**src/rtl/bp_pkg.sv**
```systemverilog
// Branch-predictor helpers: saturating counter step and metadata field offsets.
package bp_pkg;

   // Counters up to this width are supported by the shared step function.
   localparam int unsigned SAT_CTR_MAX_W = 8;
   typedef logic [SAT_CTR_MAX_W-1:0] sat_ctr_t;

   // Metadata layout, LSB first: lpred, gpred, lidx, gidx, ghr_ckpt.
   localparam int unsigned META_LPRED_BIT = 0;
   localparam int unsigned META_GPRED_BIT = 1;
   localparam int unsigned META_LIDX_LSB  = 2;

   function automatic int unsigned meta_gidx_lsb(input int unsigned lhr_w);
      return META_LIDX_LSB + lhr_w;
   endfunction

   function automatic int unsigned meta_ghr_lsb(input int unsigned lhr_w, input int unsigned idx_w);
      return META_LIDX_LSB + lhr_w + idx_w;
   endfunction

   function automatic sat_ctr_t sat_ctr_next(input sat_ctr_t ctr, input logic taken,
                                             input int unsigned ctr_w);
      sat_ctr_t max_val;
      max_val = sat_ctr_t'((1 << ctr_w) - 1);
      if (taken)
         return (ctr == max_val) ? ctr : ctr + sat_ctr_t'(1);
      else
         return (ctr == '0) ? ctr : ctr - sat_ctr_t'(1);
   endfunction

endpackage

```
**src/rtl/rv32i_types.sv**
```systemverilog
// Shared RV32I base types: machine word and major opcode encodings.
package rv32i_types;

   typedef logic [31:0] rv32i_word;

   typedef enum logic [6:0] {
      op_lui   = 7'b0110111,
      op_auipc = 7'b0010111,
      op_jal   = 7'b1101111,
      op_jalr  = 7'b1100111,
      op_br    = 7'b1100011,
      op_load  = 7'b0000011,
      op_store = 7'b0100011,
      op_imm   = 7'b0010011,
      op_reg   = 7'b0110011,
      op_csr   = 7'b1110011
   } rv32i_opcode;

endpackage

```
**src/rtl/sat_ctr_table.sv**
```systemverilog
// Table of saturating counters: combinational read, one synchronous
// read-modify-write port that steps the addressed counter toward wr_taken.
module sat_ctr_table
   import bp_pkg::*;
#(
   parameter int unsigned DEPTH_W   = 6,
   parameter int unsigned CTR_W     = 2,
   parameter int unsigned RESET_VAL = 1
) (
   input  logic               clk,
   input  logic               rst,
   input  logic [DEPTH_W-1:0] rd_idx,
   output logic [CTR_W-1:0]   rd_ctr,
   input  logic               wr_en,
   input  logic [DEPTH_W-1:0] wr_idx,
   input  logic               wr_taken
);

   localparam int unsigned DEPTH = 1 << DEPTH_W;

   logic [CTR_W-1:0] ctr_q [DEPTH];
   logic [CTR_W-1:0] wr_ctr_d;

   assign rd_ctr = ctr_q[rd_idx];

   always_comb begin
      wr_ctr_d = CTR_W'(sat_ctr_next(sat_ctr_t'(ctr_q[wr_idx]), wr_taken, CTR_W));
   end

   always_ff @(posedge clk) begin
      if (rst) begin
         for (int i = 0; i < DEPTH; i++) begin
            ctr_q[i] <= CTR_W'(RESET_VAL);
         end
      end else if (wr_en) begin
         ctr_q[wr_idx] <= wr_ctr_d;
      end
   end

endmodule

```
**src/rtl/tournament_predictor.sv**
```systemverilog
// Tournament branch predictor (gshare + local history + per-PC chooser) with
// speculative global history. Define BP_PERF_CNT_EN to build the perf counters.
module tournament_predictor
   import rv32i_types::*;
   import bp_pkg::*;
#(
   parameter int unsigned IDX_W  = 6,
   parameter int unsigned GHR_W  = 6,
   parameter int unsigned LHR_W  = 4,
   parameter int unsigned CTR_W  = 2,
   parameter int unsigned META_W = GHR_W + IDX_W + LHR_W + 2
) (
   input  logic              clk,
   input  logic              rst,
   input  rv32i_word         pc,
   input  rv32i_opcode       op,
   input  rv32i_word         imm,
   input  logic              pred_valid,
   output logic              pred,
   output rv32i_word         pred_addr,
   output logic [META_W-1:0] pred_meta,
   input  logic              upd_valid,
   input  logic              upd_taken,
   input  logic              upd_mispred,
   input  rv32i_word         upd_pc,
   input  logic [META_W-1:0] upd_meta,
   output logic [31:0]       perf_total,
   output logic [31:0]       perf_mispred
);

   localparam int unsigned GIDX_LSB  = meta_gidx_lsb(LHR_W);
   localparam int unsigned GHR_LSB   = meta_ghr_lsb(LHR_W, IDX_W);
   localparam int unsigned LHT_DEPTH = 1 << IDX_W;
   localparam int unsigned CTR_WEAK  = 1 << (CTR_W - 1);

   logic [GHR_W-1:0] spec_ghr_q, spec_ghr_d;
   logic [LHR_W-1:0] lht_q [LHT_DEPTH];
   logic [LHR_W-1:0] lht_wr_d;

   logic [IDX_W-1:0] pc_idx, gidx, upd_pc_idx, upd_gidx;
   logic [LHR_W-1:0] lidx, upd_lidx;
   logic [GHR_W-1:0] upd_ghr_ckpt;
   logic             upd_gpred, upd_lpred;
   logic [CTR_W-1:0] g_ctr, l_ctr, cho_ctr;
   logic             gpred, lpred, is_br;

   // ---------------- prediction (combinational) ----------------
   assign pc_idx    = pc[IDX_W+1:2];
   assign gidx      = pc_idx ^ IDX_W'(spec_ghr_q);
   assign lidx      = lht_q[pc_idx];
   assign gpred     = g_ctr[CTR_W-1];
   assign lpred     = l_ctr[CTR_W-1];
   assign is_br     = (op == op_br);
   assign pred      = is_br & (cho_ctr[CTR_W-1] ? gpred : lpred);
   assign pred_addr = pc + imm;
   assign pred_meta = {spec_ghr_q, gidx, lidx, gpred, lpred};

   // ---------------- update metadata ----------------
   assign upd_pc_idx   = upd_pc[IDX_W+1:2];
   assign upd_lpred    = upd_meta[META_LPRED_BIT];
   assign upd_gpred    = upd_meta[META_GPRED_BIT];
   assign upd_lidx     = upd_meta[META_LIDX_LSB +: LHR_W];
   assign upd_gidx     = upd_meta[GIDX_LSB +: IDX_W];
   assign upd_ghr_ckpt = upd_meta[GHR_LSB +: GHR_W];

   sat_ctr_table #(.DEPTH_W(IDX_W), .CTR_W(CTR_W), .RESET_VAL(CTR_WEAK - 1)) u_gpht (
      .clk      (clk),
      .rst      (rst),
      .rd_idx   (gidx),
      .rd_ctr   (g_ctr),
      .wr_en    (upd_valid),
      .wr_idx   (upd_gidx),
      .wr_taken (upd_taken)
   );

   sat_ctr_table #(.DEPTH_W(LHR_W), .CTR_W(CTR_W), .RESET_VAL(CTR_WEAK - 1)) u_lpht (
      .clk      (clk),
      .rst      (rst),
      .rd_idx   (lidx),
      .rd_ctr   (l_ctr),
      .wr_en    (upd_valid),
      .wr_idx   (upd_lidx),
      .wr_taken (upd_taken)
   );

   // Chooser trains only when the components disagree; up means "trust gshare".
   sat_ctr_table #(.DEPTH_W(IDX_W), .CTR_W(CTR_W), .RESET_VAL(CTR_WEAK)) u_cho (
      .clk      (clk),
      .rst      (rst),
      .rd_idx   (pc_idx),
      .rd_ctr   (cho_ctr),
      .wr_en    (upd_valid & (upd_gpred != upd_lpred)),
      .wr_idx   (upd_pc_idx),
      .wr_taken (upd_gpred == upd_taken)
   );

   // ---------------- history state ----------------
   always_comb begin
      spec_ghr_d = spec_ghr_q;
      if (upd_valid && upd_mispred) begin
         spec_ghr_d = {upd_ghr_ckpt[GHR_W-2:0], upd_taken};
      end else if (pred_valid && is_br) begin
         spec_ghr_d = {spec_ghr_q[GHR_W-2:0], pred};
      end
   end

   always_comb begin
      lht_wr_d = {lht_q[upd_pc_idx][LHR_W-2:0], upd_taken};
   end

   always_ff @(posedge clk) begin
      if (rst) begin
         spec_ghr_q <= '0;
         for (int i = 0; i < LHT_DEPTH; i++) begin
            lht_q[i] <= '0;
         end
      end else begin
         spec_ghr_q <= spec_ghr_d;
         if (upd_valid) begin
            lht_q[upd_pc_idx] <= lht_wr_d;
         end
      end
   end

   // ---------------- performance counters ----------------
`ifdef BP_PERF_CNT_EN
   logic [31:0] perf_total_q, perf_total_d;
   logic [31:0] perf_mispred_q, perf_mispred_d;

   always_comb begin
      perf_total_d   = perf_total_q + 32'(upd_valid);
      perf_mispred_d = perf_mispred_q + 32'(upd_valid & upd_mispred);
   end

   always_ff @(posedge clk) begin
      if (rst) begin
         perf_total_q   <= '0;
         perf_mispred_q <= '0;
      end else begin
         perf_total_q   <= perf_total_d;
         perf_mispred_q <= perf_mispred_d;
      end
   end

   assign perf_total   = perf_total_q;
   assign perf_mispred = perf_mispred_q;
`else
   assign perf_total   = '0;
   assign perf_mispred = '0;
`endif

   // PC alignment/high bits and the oldest checkpoint bit never index anything.
   logic unused_ok;
   assign unused_ok = ^{pc[31:IDX_W+2], pc[1:0], upd_pc[31:IDX_W+2], upd_pc[1:0],
                        upd_ghr_ckpt[GHR_W-1]};

endmodule

```
**config.mk**
```make
export PLATFORM = sky130hd
export DESIGN_NAME = tournament_predictor
export DESIGN_NICKNAME = d
export VERILOG_FILES = /design/src/rtl/bp_pkg.sv /design/src/rtl/rv32i_types.sv /design/src/rtl/sat_ctr_table.sv /design/src/rtl/tournament_predictor.sv
export SDC_FILE = /design/constraint.sdc
export NUM_CORES = 1
export LEC_CHECK = 0
export ABC_CLOCK_PERIOD_IN_PS = 10700
export CAP_MARGIN = 20
export CELL_PAD_IN_SITES_DETAIL_PLACEMENT = 0
export CELL_PAD_IN_SITES_GLOBAL_PLACEMENT = 1
export CORE_MARGIN = 4
export CORE_UTILIZATION = 53
export DETAILED_ROUTE_END_ITERATION = 16
export PLACE_DENSITY_LB_ADDON = 0.1
export REMOVE_ABC_BUFFERS = 1
export SYNTH_ARGS = -nofsm -noshare
export SYNTH_HDL_FRONTEND = slang
export SYNTH_HIERARCHICAL = 1
export SYNTH_SLANG_ARGS = --single-unit
```
**constraint.sdc**
```tcl
create_clock -name clk -period 10.7 [get_ports clk]
set_input_delay 1.07 -clock clk [delete_from_list [all_inputs] [get_ports clk]]
set_output_delay 1.07 -clock clk [all_outputs]
set_load 0.01 [all_outputs]
```
==> reports/results.txt, run 1 <==
Tightest Pin Transition: 1.206 ns
Share of layout cells above drive strength 1: 16.49%
DRT iter0 DRCs: 2905
Pre-CTS setup slack: 3.820 ns
Avg Cell Area, Syn: 11.67 µm²
IO Port Bufs: 150
Antenna Nets Post-Route: 0
Largest net degree at the start of global routing: 84
Clock transition at path regs: 0.06 ns
Total GRT Usage: 28.49%
CTS tree: built
Worst vdd ir: 132.9 µV
Sum Neg Setup Slack: 0 ns
Ys Warns: 6
Final Power: 5.494 mW
PD cells: 154.3 mW/mm²
Status: finished, final reports clean
Vias in the first global route: 23030
Die Ht: 255.3 µm
Total Routed Length: 94920 µm
R2R Setup Slk: 6.65 ns
Cell area after synthesis: 0.03240 mm²
Ports: 242
Placed Cells: 3493
Ant diodes: 0
Crit-path max cell delay: 0.67 ns
Routability Congestion: 0.9076
HPWL after detailed placement: 63170 µm
RSZ-0062 raised after global routing: false
Max Cap Viol: 0
Row count: 90
Final instance area: 0.03561 mm²
Placed Area: 0.03356 mm²
Hold Fails Final Rpt: 0
CORE AREA: 0.06047 mm²
Mapped Cells: 2776
Pre-antenna DRT Iters: 6
Count of hold-fix buffers inserted at cts: 0
Static Leak: 12.18 nW
Crit path max-delay family: multiplexers
Final setup fails: 0
Htree depth: 2
Rel. slew slack: 19.52%
Worst skew pair latency: 0.64 ns
Critical path class: in2out
CP arrival: 5.86 ns
Area growth from synthesis to layout: 9.917%
First-pass GRT wire length: 141200 µm
Final min period: 6.929 ns
Cell breakdown of the critical path: buf_6, buf_4, mux4_2, mux4_2, o22ai_1, nor2_1, mux4_2, mux4_2, mux2i_1, nor4_1, clkdlybuf4s50_1
Longest Clk Path Bufs: 3
Die Wd: 255.3 µm
Crit-path slowest cell: buf_4
Final-report max-slew violation count: 0
Initial antenna violation count: 1
DR WL/cell: 26.31 µm
CTS root buf: clkbuf_16
Nets@finish: 2934
# DRC: 0
Required time of the critical path: 9.63 ns
GR Overflow Total: 0
Final Non-Filler Cells: 3608
Worst setup EP type: primary output
Crit path max fanout: 53
Final worst setup slack: 3.771 ns
Fmax: 0.1443 GHz
CTS Buf Count: 60
Starting Density: 53.58%
Final period utilization: 64.75%
Area of the die: 0.06515 mm²
Critical path's most frequent cell: mux4_2
Hold Path Class: reg2reg
Resize count post-CTS: 0
Clock sinks: 550
DR vias/cell: 6.550
CP startpoint kind: primary input
Buf/Inv on CP: 3
Clock Skew: 0.02215 ns
Setup bufs post-CTS: 0
Routed via count: 23630
tightest hold or removal path, stage by stage (launching register included):
cell	delay (ns)
dfxtp_1	0.34
mux2i_1	0.13
a211oi_1	0.08
final cells by class:
class,instances,area [µm²]
fillers,4917,24860
flip-flops and latches,550,16460
multi-input cells,1945,14220
repair buffers,200,1862
clock buffers,73,1572
well taps,782,978.4
clock inverters,40,457.9
inverters,18,67.56
state kept, by name (all words and copies together), names as in the netlist:
name / count
lht_q: 256
spec_ghr_q: 6
u_cho/ctr_q: 128
u_gpht/ctr_q: 128
u_lpht/ctr_q: 32
through the flow:
step                      util (%)  hold WS (ns)
after detailed placement     55.51        0.5933
after floorplan                  -        0.5889
after global routing         58.89        0.6303
final                        58.89        0.5886
after CTS                    58.86        0.5885
after global placement       55.47        0.5796
path summary, 6_finish.rpt:
check                      from       endpoint  depth (start not counted)
setup / recovery          pc[2]           pred                         11
hold / removal    spec_ghr_q[2]  spec_ghr_q[3]                          2
setup reg to reg   lht_q[15][0]  spec_ghr_q[0]                         11
hold reg to reg   spec_ghr_q[2]  spec_ghr_q[3]                          2
cells in the final DEF, fill, tap and decap left out, drive strengths merged, types with 33 or more instances in the layout:
master / count
edfxtp: 544
nor2: 361
nand2: 310
mux4: 162
clkdlybuf4s50: 141
nand3: 122
nor3: 95
and3: 83
o21ai: 81
clkbuf: 73
mux2i: 65
conb: 64
buf: 59
nand2b: 56
a21oi: 52
a22oi: 38
mux2: 38
a221oi: 36
or2: 33
power by group:
| part | internal (mW) | switching [mW] | leakage (nW) |
|---|---|---|---|
| sequential | 2.43 | 0.0357 | 5.20 |
| combinational | 0.329 | 0.548 | 5.98 |
| clock | 1.28 | 0.872 | 0.997 |
metal layers:
layer	vias up	track usage [%]	part of all wire, %	wire (µm)
met4	0	7.966	2.6	2513
met1	11740	39.88	40	37880
met3	175	4.949	10	9449
li1	10340	-	-	-
met2	1372	46.58	47	45080
met5	-	0	0	0
No activity file was read; power rests on OpenSTA's default activity.
==> run 2: changes to the inputs <==
--- a/config.mk
+++ b/config.mk
@@ -5,12 +5,12 @@
 export SDC_FILE = /design/constraint.sdc
 export NUM_CORES = 1
 export LEC_CHECK = 0
-export ABC_CLOCK_PERIOD_IN_PS = 10700
+export ABC_CLOCK_PERIOD_IN_PS = 5650
 export CAP_MARGIN = 20
 export CELL_PAD_IN_SITES_DETAIL_PLACEMENT = 0
 export CELL_PAD_IN_SITES_GLOBAL_PLACEMENT = 1
 export CORE_MARGIN = 4
-export CORE_UTILIZATION = 53
+export CORE_UTILIZATION = 44
 export DETAILED_ROUTE_END_ITERATION = 16
 export PLACE_DENSITY_LB_ADDON = 0.1
 export REMOVE_ABC_BUFFERS = 1
==> constraint.sdc (replaced) <==
create_clock -name clk -period 5.65 [get_ports clk]
set_input_delay 0.565 -clock clk [delete_from_list [all_inputs] [get_ports clk]]
set_output_delay 0.565 -clock clk [all_outputs]
set_load 0.01 [all_outputs]
==> run 2 against run 1 <==
Combinational power up 97%. Cell count is 6.7% higher. Die area up 20%. Clock power up 93%. Sequential share of layout area shrank 1.0 points. Utilization down 9.0 points. Register-to-register slack worse by 4.8 ns. Sequential power is 90% higher. Hold slack got worse by 0.088 ns. Non-clock buffer count up 55. Design area is 2.2% higher. Largest power group unchanged.
==> reports/results.txt, run 2 (synthesized netlist as in run 1, its figures left out) <==
Hold Path Sink: spec_ghr_q[0]
CTS root buf: clkbuf_16
Starting Density: 44.41% (-9.2 points)
Crit path max fanout: 6 (-89%)
Die Wd: 279.4 µm (+9.4%)
Hold Fails Final Rpt: 0 (unchanged)
Flip-flop count of the largest register, all copies and words added: 256 (unchanged)
CTS tree: built
Longest Clk Path Bufs: 3 (unchanged)
CP arrival: 4.54 ns (-1.32 ns)
Clock sinks: 550 (unchanged)
Sum Neg Setup Slack: 0 ns (unchanged)
R2R Setup Slk: 1.82 ns (-4.83 ns)
DR vias/cell: 6.134 (-6.4%)
First-pass GRT wire length: 149300 µm (+5.7%)
Worst setup EP type: primary output
Clock transition at path regs: 0.05 ns (about the same)
Area growth from synthesis to layout: 12.38%
Max Cap Viol: 0 (unchanged)
Critical R2R Capture: spec_ghr_q[0]
Final-report max-slew violation count: 0 (unchanged)
Seq pwr share: 44.3% (-0.5 points)
Final min period: 5.101 ns
# DRC: 0 (unchanged)
GR Overflow Total: 0 (unchanged)
Antenna Nets Post-Route: 0 (unchanged)
RSZ-0062 raised after global routing: false
Combinational share of power: 16.4% (+0.4 points)
CP startpoint kind: primary input
Status: finished, final reports clean
Worst skew pair latency: 0.61 ns (-0.03 ns)
Rel. slew slack: 21.91% (+2.4 points)
Routed via count: 23600 (-0.12%)
Worst hold path startpoint: upd_taken
Setup bufs post-CTS: 0 (unchanged)
Share of layout cells above drive strength 1: 17.90% (+1.4 points)
PD cells: 289.8 mW/mm² (+88%)
Tightest Pin Transition: 1.170 ns (-0.03571 ns)
Total Routed Length: 100700 µm (+6.1%)
Ports: 242 (unchanged)
Row count: 99 (+10%)
Clock Skew: 0.02020 ns (-0.001947 ns)
Largest net degree at the start of global routing: 68 (-19%)
Static Leak: 12.49 nW (+2.6%)
Most frequent cells in the layout: edfxtp_1, nor2_1, nand2_1, mux4_2, clkdlybuf4s50_1
Htree depth: 3 (+1)
Placed Cells: 3726 (+6.7%)
Vias in the first global route: 23210 (+0.79%)
Clock power frac: 39.3% (about the same)
Nets@finish: 2996 (+2.1%)
Most common cell after layout, fill and taps aside: edfxtp_1
Psw: 2.868 mW (+97%)
R2r startpoint: lht_q[55][0]
Power Internal: 7.683 mW (+90%)
DRT iter0 DRCs: 2388 (-18%)
Switching share of power: 27.18% (+0.68 points)
Total GRT Usage: 25.19% (-3.3 points)
Routability Congestion: 0.8875 (-2.2%)
Critical path class: in2out
Regs by FF count: lht_q x256, u_cho/ctr_q x128, u_gpht/ctr_q x128
Final setup fails: 0 (unchanged)
Ant diodes: 0 (unchanged)
Required time of the critical path: 5.09 ns (-4.54 ns)
Final period utilization: 90.29%
Die Ht: 279.4 µm (+9.4%)
Area of the die: 0.07804 mm² (+20%)
Count of hold-fix buffers inserted at cts: 0 (unchanged)
CORE AREA: 0.07296 mm² (+21%)
Hold Path Class: in2reg
Resize count post-CTS: 0 (unchanged)
Biggest register: lht_q
Final Non-Filler Cells: 3848 (+6.7%)
CTS Buf Count: 67 (+12%)
Reg2Reg Depth: 11 (unchanged)
WHS Path Cells: 3 (+1)
Pre-antenna DRT Iters: 5 (-1)
Worst vdd ir: 193.5 µV (+46%)
IO Port Bufs: 150 (unchanged)
Final Power: 10.55 mW (+92%)
Initial antenna violation count: 1 (unchanged)
Fmax: 0.1960 GHz
DR WL/cell: 26.16 µm (-0.56%)
HPWL after detailed placement: 69850 µm (+11%)
run 2: cell types whose count changed in the layout (fill, tap and decap cells not counted), sizes merged:
cell,delta
clkinv,+1
inv,-3
clkinvlp,+2
bufinv,-7
clkbuf,+15
buf,+55
run 2: worst max-delay path by stage:
stage | startpoint | end | slack (ns) | depth (start not counted)
after floorplan | pc[2] | pred | 1.24 | 8
after global placement | pc[2] | pred | 0.56 | 11
after detailed placement | pc[2] | pred | 0.55 | 11
after CTS | pc[2] | pred | 0.53 | 11
after global routing | pc[2] | pred | 0.34 | 11
final | pc[6] | pred | 0.55 | 9
run 2: layer usage:
layer	GRT usage (%)	vias up	routed length (µm)
li1	-	10460	-
met1	35.63	11890	42400
met5	0	-	0
met3	4.425	174	8134
met4	7.200	0	2823
met2	40.30	1083	47320
run 2: power groups by stage:
stage / sequential (mW) / clock (mW) / combinational (mW)
global placement: 4.75 / 0 / 1.71
CTS: 4.67 / 4.22 / 1.73
floorplan: 4.71 / 0 / 0.907
detailed placement: 4.76 / 0 / 1.72
finish: 4.67 / 4.15 / 1.73
global route: 4.68 / 4.40 / 1.85
run 2: critical path: stages:
cell	delay (ns)
clkdlybuf4s50_1	0.87
mux4_2	0.39
o22ai_1	0.14
nor2_1	0.58
mux4_2	0.58
mux4_2	0.55
mux2i_1	0.25
nor4_1	0.10
clkdlybuf4s50_1	0.49
run 2: layout make-up:
cell class | instances | area (µm²)
Fill cell | 6454 | 36550
Sequential cell | 550 | 16460
Multi-Input combinational cell | 1945 | 14220
Timing Repair Buffer | 255 | 2379
Clock buffer | 88 | 1819
Tap cell | 959 | 1200
Clock inverter | 33 | 272.8
Inverter | 18 | 67.56
run 2: per-stage QoR:
step                cell area (µm²)  worst slack [ns]  util, %  hold WS, ns
finish                        36410            0.5487    49.91       0.5010
global route                  36410            0.3396    49.91       0.5574
CTS                           36400            0.5335    49.89       0.4824
detailed placement            34300            0.5523    47.02       0.5890
global placement              34280            0.5590    46.99       0.5799
floorplan                     30650             1.237        -       0.5889
==> run 3: changes to the inputs <==
--- a/config.mk
+++ b/config.mk
@@ -12,7 +12,7 @@
 export CORE_MARGIN = 4
 export CORE_UTILIZATION = 44
 export DETAILED_ROUTE_END_ITERATION = 16
-export PLACE_DENSITY_LB_ADDON = 0.1
+export PLACE_DENSITY_LB_ADDON = 0.25
 export REMOVE_ABC_BUFFERS = 1
 export SYNTH_ARGS = -nofsm -noshare
 export SYNTH_HDL_FRONTEND = slang
==> run 3 against run 2 <==
Sequential share of layout area up 0.41 points. Sequential cell count unchanged. Count of clock-buffer cells in the layout down 22. Utilization down 0.45 points. Register-to-register slack about the same. Critical path depth up 2. Setup slack worse by 0.042 ns. Largest power group unchanged.
==> reports/results.txt, run 3 (synthesized netlist as in run 1, its figures left out) <==
Hold Fails Final Rpt: 0 (unchanged)
Final Power: 10.28 mW (-2.6%)
Switching share of power: 26.99% (-0.19 points)
Final instance area: 0.03609 mm² (-0.89%)
Clock transition at path regs: 0.06 ns (about the same)
Row count: 99 (unchanged)
Tightest Pin Transition: 1.181 ns (+0.01070 ns)
Clock power frac: 37.8% (-1.5 points)
Critical path class: in2out
Total Routed Length: 97870 µm (-2.8%)
DR WL/cell: 25.63 µm (-2.0%)
Clock Skew: 0.03183 ns (+0.01163 ns)
Placed Area: 0.03417 mm² (-0.39%)
Max Cap Viol: 0 (unchanged)
Vias in the first global route: 23300 (+0.37%)
HPWL after detailed placement: 67360 µm (-3.6%)
Biggest register: lht_q
Hold Path Class: in2reg
RSZ-0062 raised after global routing: false
Sum Neg Setup Slack: 0 ns (unchanged)
First-pass GRT wire length: 146300 µm (-2.0%)
Flip-flop count of the largest register, all copies and words added: 256 (unchanged)
Crit path max fanout: 30 (+24)
Starting Density: 44.41% (unchanged)
DRT iter0 DRCs: 2660 (+11%)
Most frequent cells in the layout: edfxtp_1, nor2_1, nand2_1, mux4_2, clkdlybuf4s50_1
Area of the die: 0.07804 mm² (unchanged)
Final setup fails: 0 (unchanged)
CTS root buf: clkbuf_16
Combinational share of power: 16.7% (+0.3 points)
R2R Setup Slk: 1.81 ns (about the same)
Routed via count: 23810 (+0.88%)
CTS Buf Count: 59 (-12%)
CP startpoint kind: primary input
Pre-CTS setup slack: 0.5226 ns (-0.02972 ns)
DR vias/cell: 6.234 (+1.6%)
Most common cell after layout, fill and taps aside: edfxtp_1
CORE AREA: 0.07296 mm² (unchanged)
Resize count post-CTS: 0 (unchanged)
Clock sinks: 550 (unchanged)
Total GRT Usage: 24.28% (-0.91 points)
Setup bufs post-CTS: 0 (unchanged)
Largest net degree at the start of global routing: 65 (-4.4%)
Area growth from synthesis to layout: 11.38%
Longest Clk Path Bufs: 3 (unchanged)
# fillers: 6386 (-1.1%)
IO Port Bufs: 150 (unchanged)
# DRC: 0 (unchanged)
GR Overflow Total: 0 (unchanged)
Status: finished, final reports clean
Seq pwr share: 45.4% (+1.1 points)
Final-report max-slew violation count: 0 (unchanged)
Die Ht: 279.4 µm (unchanged)
Regs by FF count: lht_q x256, u_cho/ctr_q x128, u_gpht/ctr_q x128
Worst skew pair latency: 0.64 ns (+0.03 ns)
Pre-antenna DRT Iters: 5 (unchanged)
Required time of the critical path: 5.09 ns (about the same)
Worst vdd ir: 225.0 µV (+16%)
Crit-path slowest cell: mux4_2
Crit-path max cell delay: 0.55 ns (-0.32 ns)
Worst setup EP type: primary output
Antenna Nets Post-Route: 0 (unchanged)
Static Leak: 12.32 nW (-1.4%)
Ports: 242 (unchanged)
CTS tree: built
Final hold slack: 0.5592 ns (+0.05826 ns)
Die Wd: 279.4 µm (unchanged)
CP arrival: 4.58 ns (+0.04 ns)
Nets@finish: 2971 (-0.83%)
PD cells: 284.8 mW/mm² (-1.7%)
Final worst setup slack: 0.5065 ns (-0.04224 ns)
Final min period: 5.144 ns (+0.04224 ns)
Cell breakdown of the critical path: buf_6, buf_4, mux4_2, mux4_2, o22ai_1, nor2_1, mux4_2, mux4_2, mux2i_1, nor4_1, clkdlybuf4s50_1
Final period utilization: 91.04% (+0.75 points)
Psw: 2.774 mW (-3.3%)
Initial antenna violation count: 0 (-1)
Htree depth: 2 (-1)
Routability Congestion: 0.8846 (-0.33%)
Critical path's most frequent cell: mux4_2
Share of layout cells above drive strength 1: 17.38% (-0.52 points)
Count of hold-fix buffers inserted at cts: 0 (unchanged)
Power Internal: 7.503 mW (-2.3%)
Ant diodes: 0 (unchanged)
Rel. slew slack: 21.19% (-0.71 points)
Fmax: 0.1944 GHz (-0.82%)
run 3: critical path, delay by kind of cell:
| family | cells | cell delay [ns] |
|---|---|---|
| mux | 5 | 2.23 |
| simple gates | 2 | 0.34 |
| compound gates | 1 | 0.30 |
| buf+inv | 3 | 1.11 |
run 3: through the flow:
step                instances  utilization [%]
floorplan                2513                -
global placement         3710            46.84
CTS                      3819            49.46
detailed placement       3710            46.84
finish                   3819            49.46
global route             3819            49.46
run 3: cell type report:
class | count | area (µm²) | share of cell area (%)
flip-flops and latches | 550 | 16460 | 45.60
multi-input cells | 1945 | 14210 | 39.39
repair buffers | 238 | 2233 | 6.189
clock buffers | 66 | 1524 | 4.223
well taps | 959 | 1200 | 3.325
clock inverters | 43 | 391.6 | 1.085
inverters | 18 | 67.56 | 0.1872
run 3: layer usage:
layer  vias up  part of all wire, %  global-route usage, %  wire length [µm]
li1      10420                    -                      -                 -
met1     11870                   40                  32.77             38960
met3       193                  8.8                  4.209              8627
met2      1321                   48                  40.22             47120
met4         0                  3.2                  7.967              3169
met5         -                    0                      0                 0
run 3: path summary, 6_finish.rpt:
| kind | startpoint | end | cells after the start |
|---|---|---|---|
| max | pc[2] | pred | 11 |
| min | upd_meta[12] | spec_ghr_q[1] | 3 |
| max reg2reg | lht_q[55][0] | spec_ghr_q[0] | 11 |
| min reg2reg | spec_ghr_q[3] | spec_ghr_q[4] | 2 |
run 3: power groups by stage:
| stage | combinational [mW] | sequential, mW | clock [mW] |
|---|---|---|---|
| floorplan | 0.907 | 4.71 | 0 |
| global placement | 1.68 | 4.75 | 0 |
| detailed placement | 1.70 | 4.75 | 0 |
| CTS | 1.71 | 4.67 | 3.95 |
| global route | 1.82 | 4.68 | 4.10 |
| finish | 1.72 | 4.67 | 3.89 |
==> RTL change: new RTL, flow settings as in run 3 <==
Register the input `upd_pc` before use. The logic sees it one clock later. The other inputs are not delayed to match.
--- a/src/rtl/tournament_predictor.sv
+++ b/src/rtl/tournament_predictor.sv
@@ -34,4 +34,10 @@
    localparam int unsigned CTR_WEAK  = 1 << (CTR_W - 1);
 
+   rv32i_word upd_pc_q;
+
+   always_ff @(posedge clk) begin
+      upd_pc_q <= upd_pc;
+   end
+
    logic [GHR_W-1:0] spec_ghr_q, spec_ghr_d;
    logic [LHR_W-1:0] lht_q [LHT_DEPTH];
@@ -57,5 +63,5 @@
 
    // ---------------- update metadata ----------------
-   assign upd_pc_idx   = upd_pc[IDX_W+1:2];
+   assign upd_pc_idx   = upd_pc_q[IDX_W+1:2];
    assign upd_lpred    = upd_meta[META_LPRED_BIT];
    assign upd_gpred    = upd_meta[META_GPRED_BIT];
@@ -152,5 +158,5 @@
    // PC alignment/high bits and the oldest checkpoint bit never index anything.
    logic unused_ok;
-   assign unused_ok = ^{pc[31:IDX_W+2], pc[1:0], upd_pc[31:IDX_W+2], upd_pc[1:0],
+   assign unused_ok = ^{pc[31:IDX_W+2], pc[1:0], upd_pc_q[31:IDX_W+2], upd_pc_q[1:0],
                         upd_ghr_ckpt[GHR_W-1]};
 
Function: not settled (the Yosys comparison gave no result); the edit may change what the design does.
==> RTL change against run 3 <==
  * Sequential cell count rose by 6
  * Final area up 1.8%
  * Register-to-register slack lost 0.30 ns
  * Wire length grew 0.40%
  * Sequential power is 1% higher
  * Synthesized area grew 1.8%
  * Setup slack lost 0.087 ns
  * Final cell count up 1.2%
  * Die area rose by 1.7%
  * Power grew 1.2%
  * Critical path depth did not move
  * Via count shrank 0.30%
  * Clock skew decreased by 0.00084 ns
  * Critical path type unchanged
  * Largest cell class unchanged
==> RTL change: results (changes against run 3) <==
| Metric | Value |
|---|---|
| Vias in the first global route | 23.3k (about the same) |
| R2R depth | 9 (was 11) |
| Status | complete, no violations (unchanged) |
| Clk root buf | clkbuf_16 (unchanged) |
| Critical-path maximum fanout | 27 (was 30) |
| Drt first pass iters | 5 (unchanged) |
| Average wire per standard cell | 25.4 um (was 25.6 um) |
| H-tree depth | 2 (unchanged) |
| Worst-Skew Late Latency | 0.65 ns |
| Initial antenna violation count | 2 (was 0) |
| Biggest regs | lht_q (256), u_cho/ctr_q (128), u_gpht/ctr_q (128) (unchanged) |
| Post-CTS sizing | 0 (unchanged) |
| RR Endpoint | lht_q[30][2]$_SDFFCE_PN0P_ (was spec_ghr_q[0]$_SDFFE_PP0P_) |
| First-pass GRT wire length | 147,000 um (was 146,000 um) |
| Max Cap Violations | 0 (unchanged) |
| Worst reg2reg setup slack | 1.51 ns (was 1.81 ns) |
| Hold worst-path end | upd_pc_q[2]$_DFF_P_ (was spec_ghr_q[1]$_SDFFE_PP0P_) |
| Worst slack, placed | 0.435 ns (was 0.523 ns) |
| Share of layout cells above drive strength 1 | 17.5% (was 17.4%) |
| Hold_sp | upd_pc[2] (was upd_meta[12]) |
| VDD IR max | 241 uV (was 225 uV) |
| Port-buffer cells | 150 (unchanged) |
| YS warnings | 6 (unchanged) |
| GP Congestion | 0.911 (was 0.885) |
| Max Clock Freq | 0.191 GHz (was 0.194 GHz) |
| Largest net degree at the start of global routing | 84 (was 65) |
| Gr usage total | 24.2% (was 24.3%) |
| WHS Path Cells | 1 (was 3) |
| Worst-path clk slew | 0.06 ns (about the same) |
| Total CTS buffers | 60 (was 59) |
| Maximum clock insertion buffer count | 3 (unchanged) |
| Final #Nets | 3,002 (was 2,971) |
| Vias | 23.7k (was 23.8k) |
| Max_slew headroom | 22.9% (was 21.2%) |
| DR iter-0 viols | 2,445 (was 2,660) |
| FILL cells | 6,528 (was 6,386) |
| Leakage | 12.6 nW (was 12.3 nW) |
| # Post-CTS Setup Buffers | 0 (unchanged) |
| R2R Path Start | upd_pc_q[4]$_DFF_P_ (was lht_q[55][0]$_SDFFCE_PN0P_) |
| Clk_skew | 0.0310 ns (was 0.0318 ns) |
| Worst hold path class | input port to flop (unchanged) |
| Worst EP arrival | 4.67 ns (was 4.58 ns) |
| Hpwl dp | 67,300 um (was 67,400 um) |
==> RTL change: report_power, final <==
group	leakage (nW)	total [mW]	internal, mW	switching (mW)
Sequential	5.30	4.73	4.63	0.0957
Clock	0.959	3.99	2.31	1.68
Combinational	6.33	1.68	0.662	1.01
Total	12.6	10.4	7.60	2.79
==> RTL change: stage by stage <==
stage	hold WS, ns	TNS, ns	power (mW)	instances	cell area, um^2
floorplan	0.589	-206.98	5.69	2547	31200
global route	0.334	0	10.8	3862	36700
detailed placement	0.612	0	6.47	3747	34700
global placement	0.588	0	6.45	3747	34700
finish	0.353	0	10.4	3863	36700
CTS	0.315	0	10.5	3859	36700
==> RTL change: area by class of cell <==
| class | count | share of cell area [%] |
|---|---|---|
| sequential | 556 | 45.1 |
| antenna | 1 | 0.00681 |
| clock buffer | 69 | 4.18 |
| inverter | 27 | 0.276 |
| clock inverter | 43 | 1.20 |
| timing repair buffer | 234 | 6.00 |
| tap | 969 | 3.30 |
| multi-input combinational | 1964 | 39.9 |
==> RTL change: worst max path at each step <==
stage / end / from
after global routing: pred / pc[2]
after global placement: pred / pc[2]
after floorplan: lht_q[0][2]$_SDFFCE_PN0P_ / upd_pc_q[3]$_DFF_P_
after detailed placement: pred / pc[2]
after CTS: pred / pc[2]
final: pred / pc[2]
==> RTL change: critical path, cell delays in order <==
cell	delay, ns
buf_6	0.34
buf_4	0.29
mux4_2	0.55
mux4_2	0.48
o22ai_1	0.28
nor2_1	0.24
mux4_2	0.49
mux4_2	0.57
mux2i_1	0.26
nor4_1	0.09
clkdlybuf4s50_1	0.48
==> RTL change: routing by layer <==
metal	GRT usage, %	routed length, um	vias up
met5	0	8	-
met4	6.61	2450	2
met3	4.08	8430	174
met2	39.8	46900	1187
met1	33.4	40500	11900
li1	-	-	10500
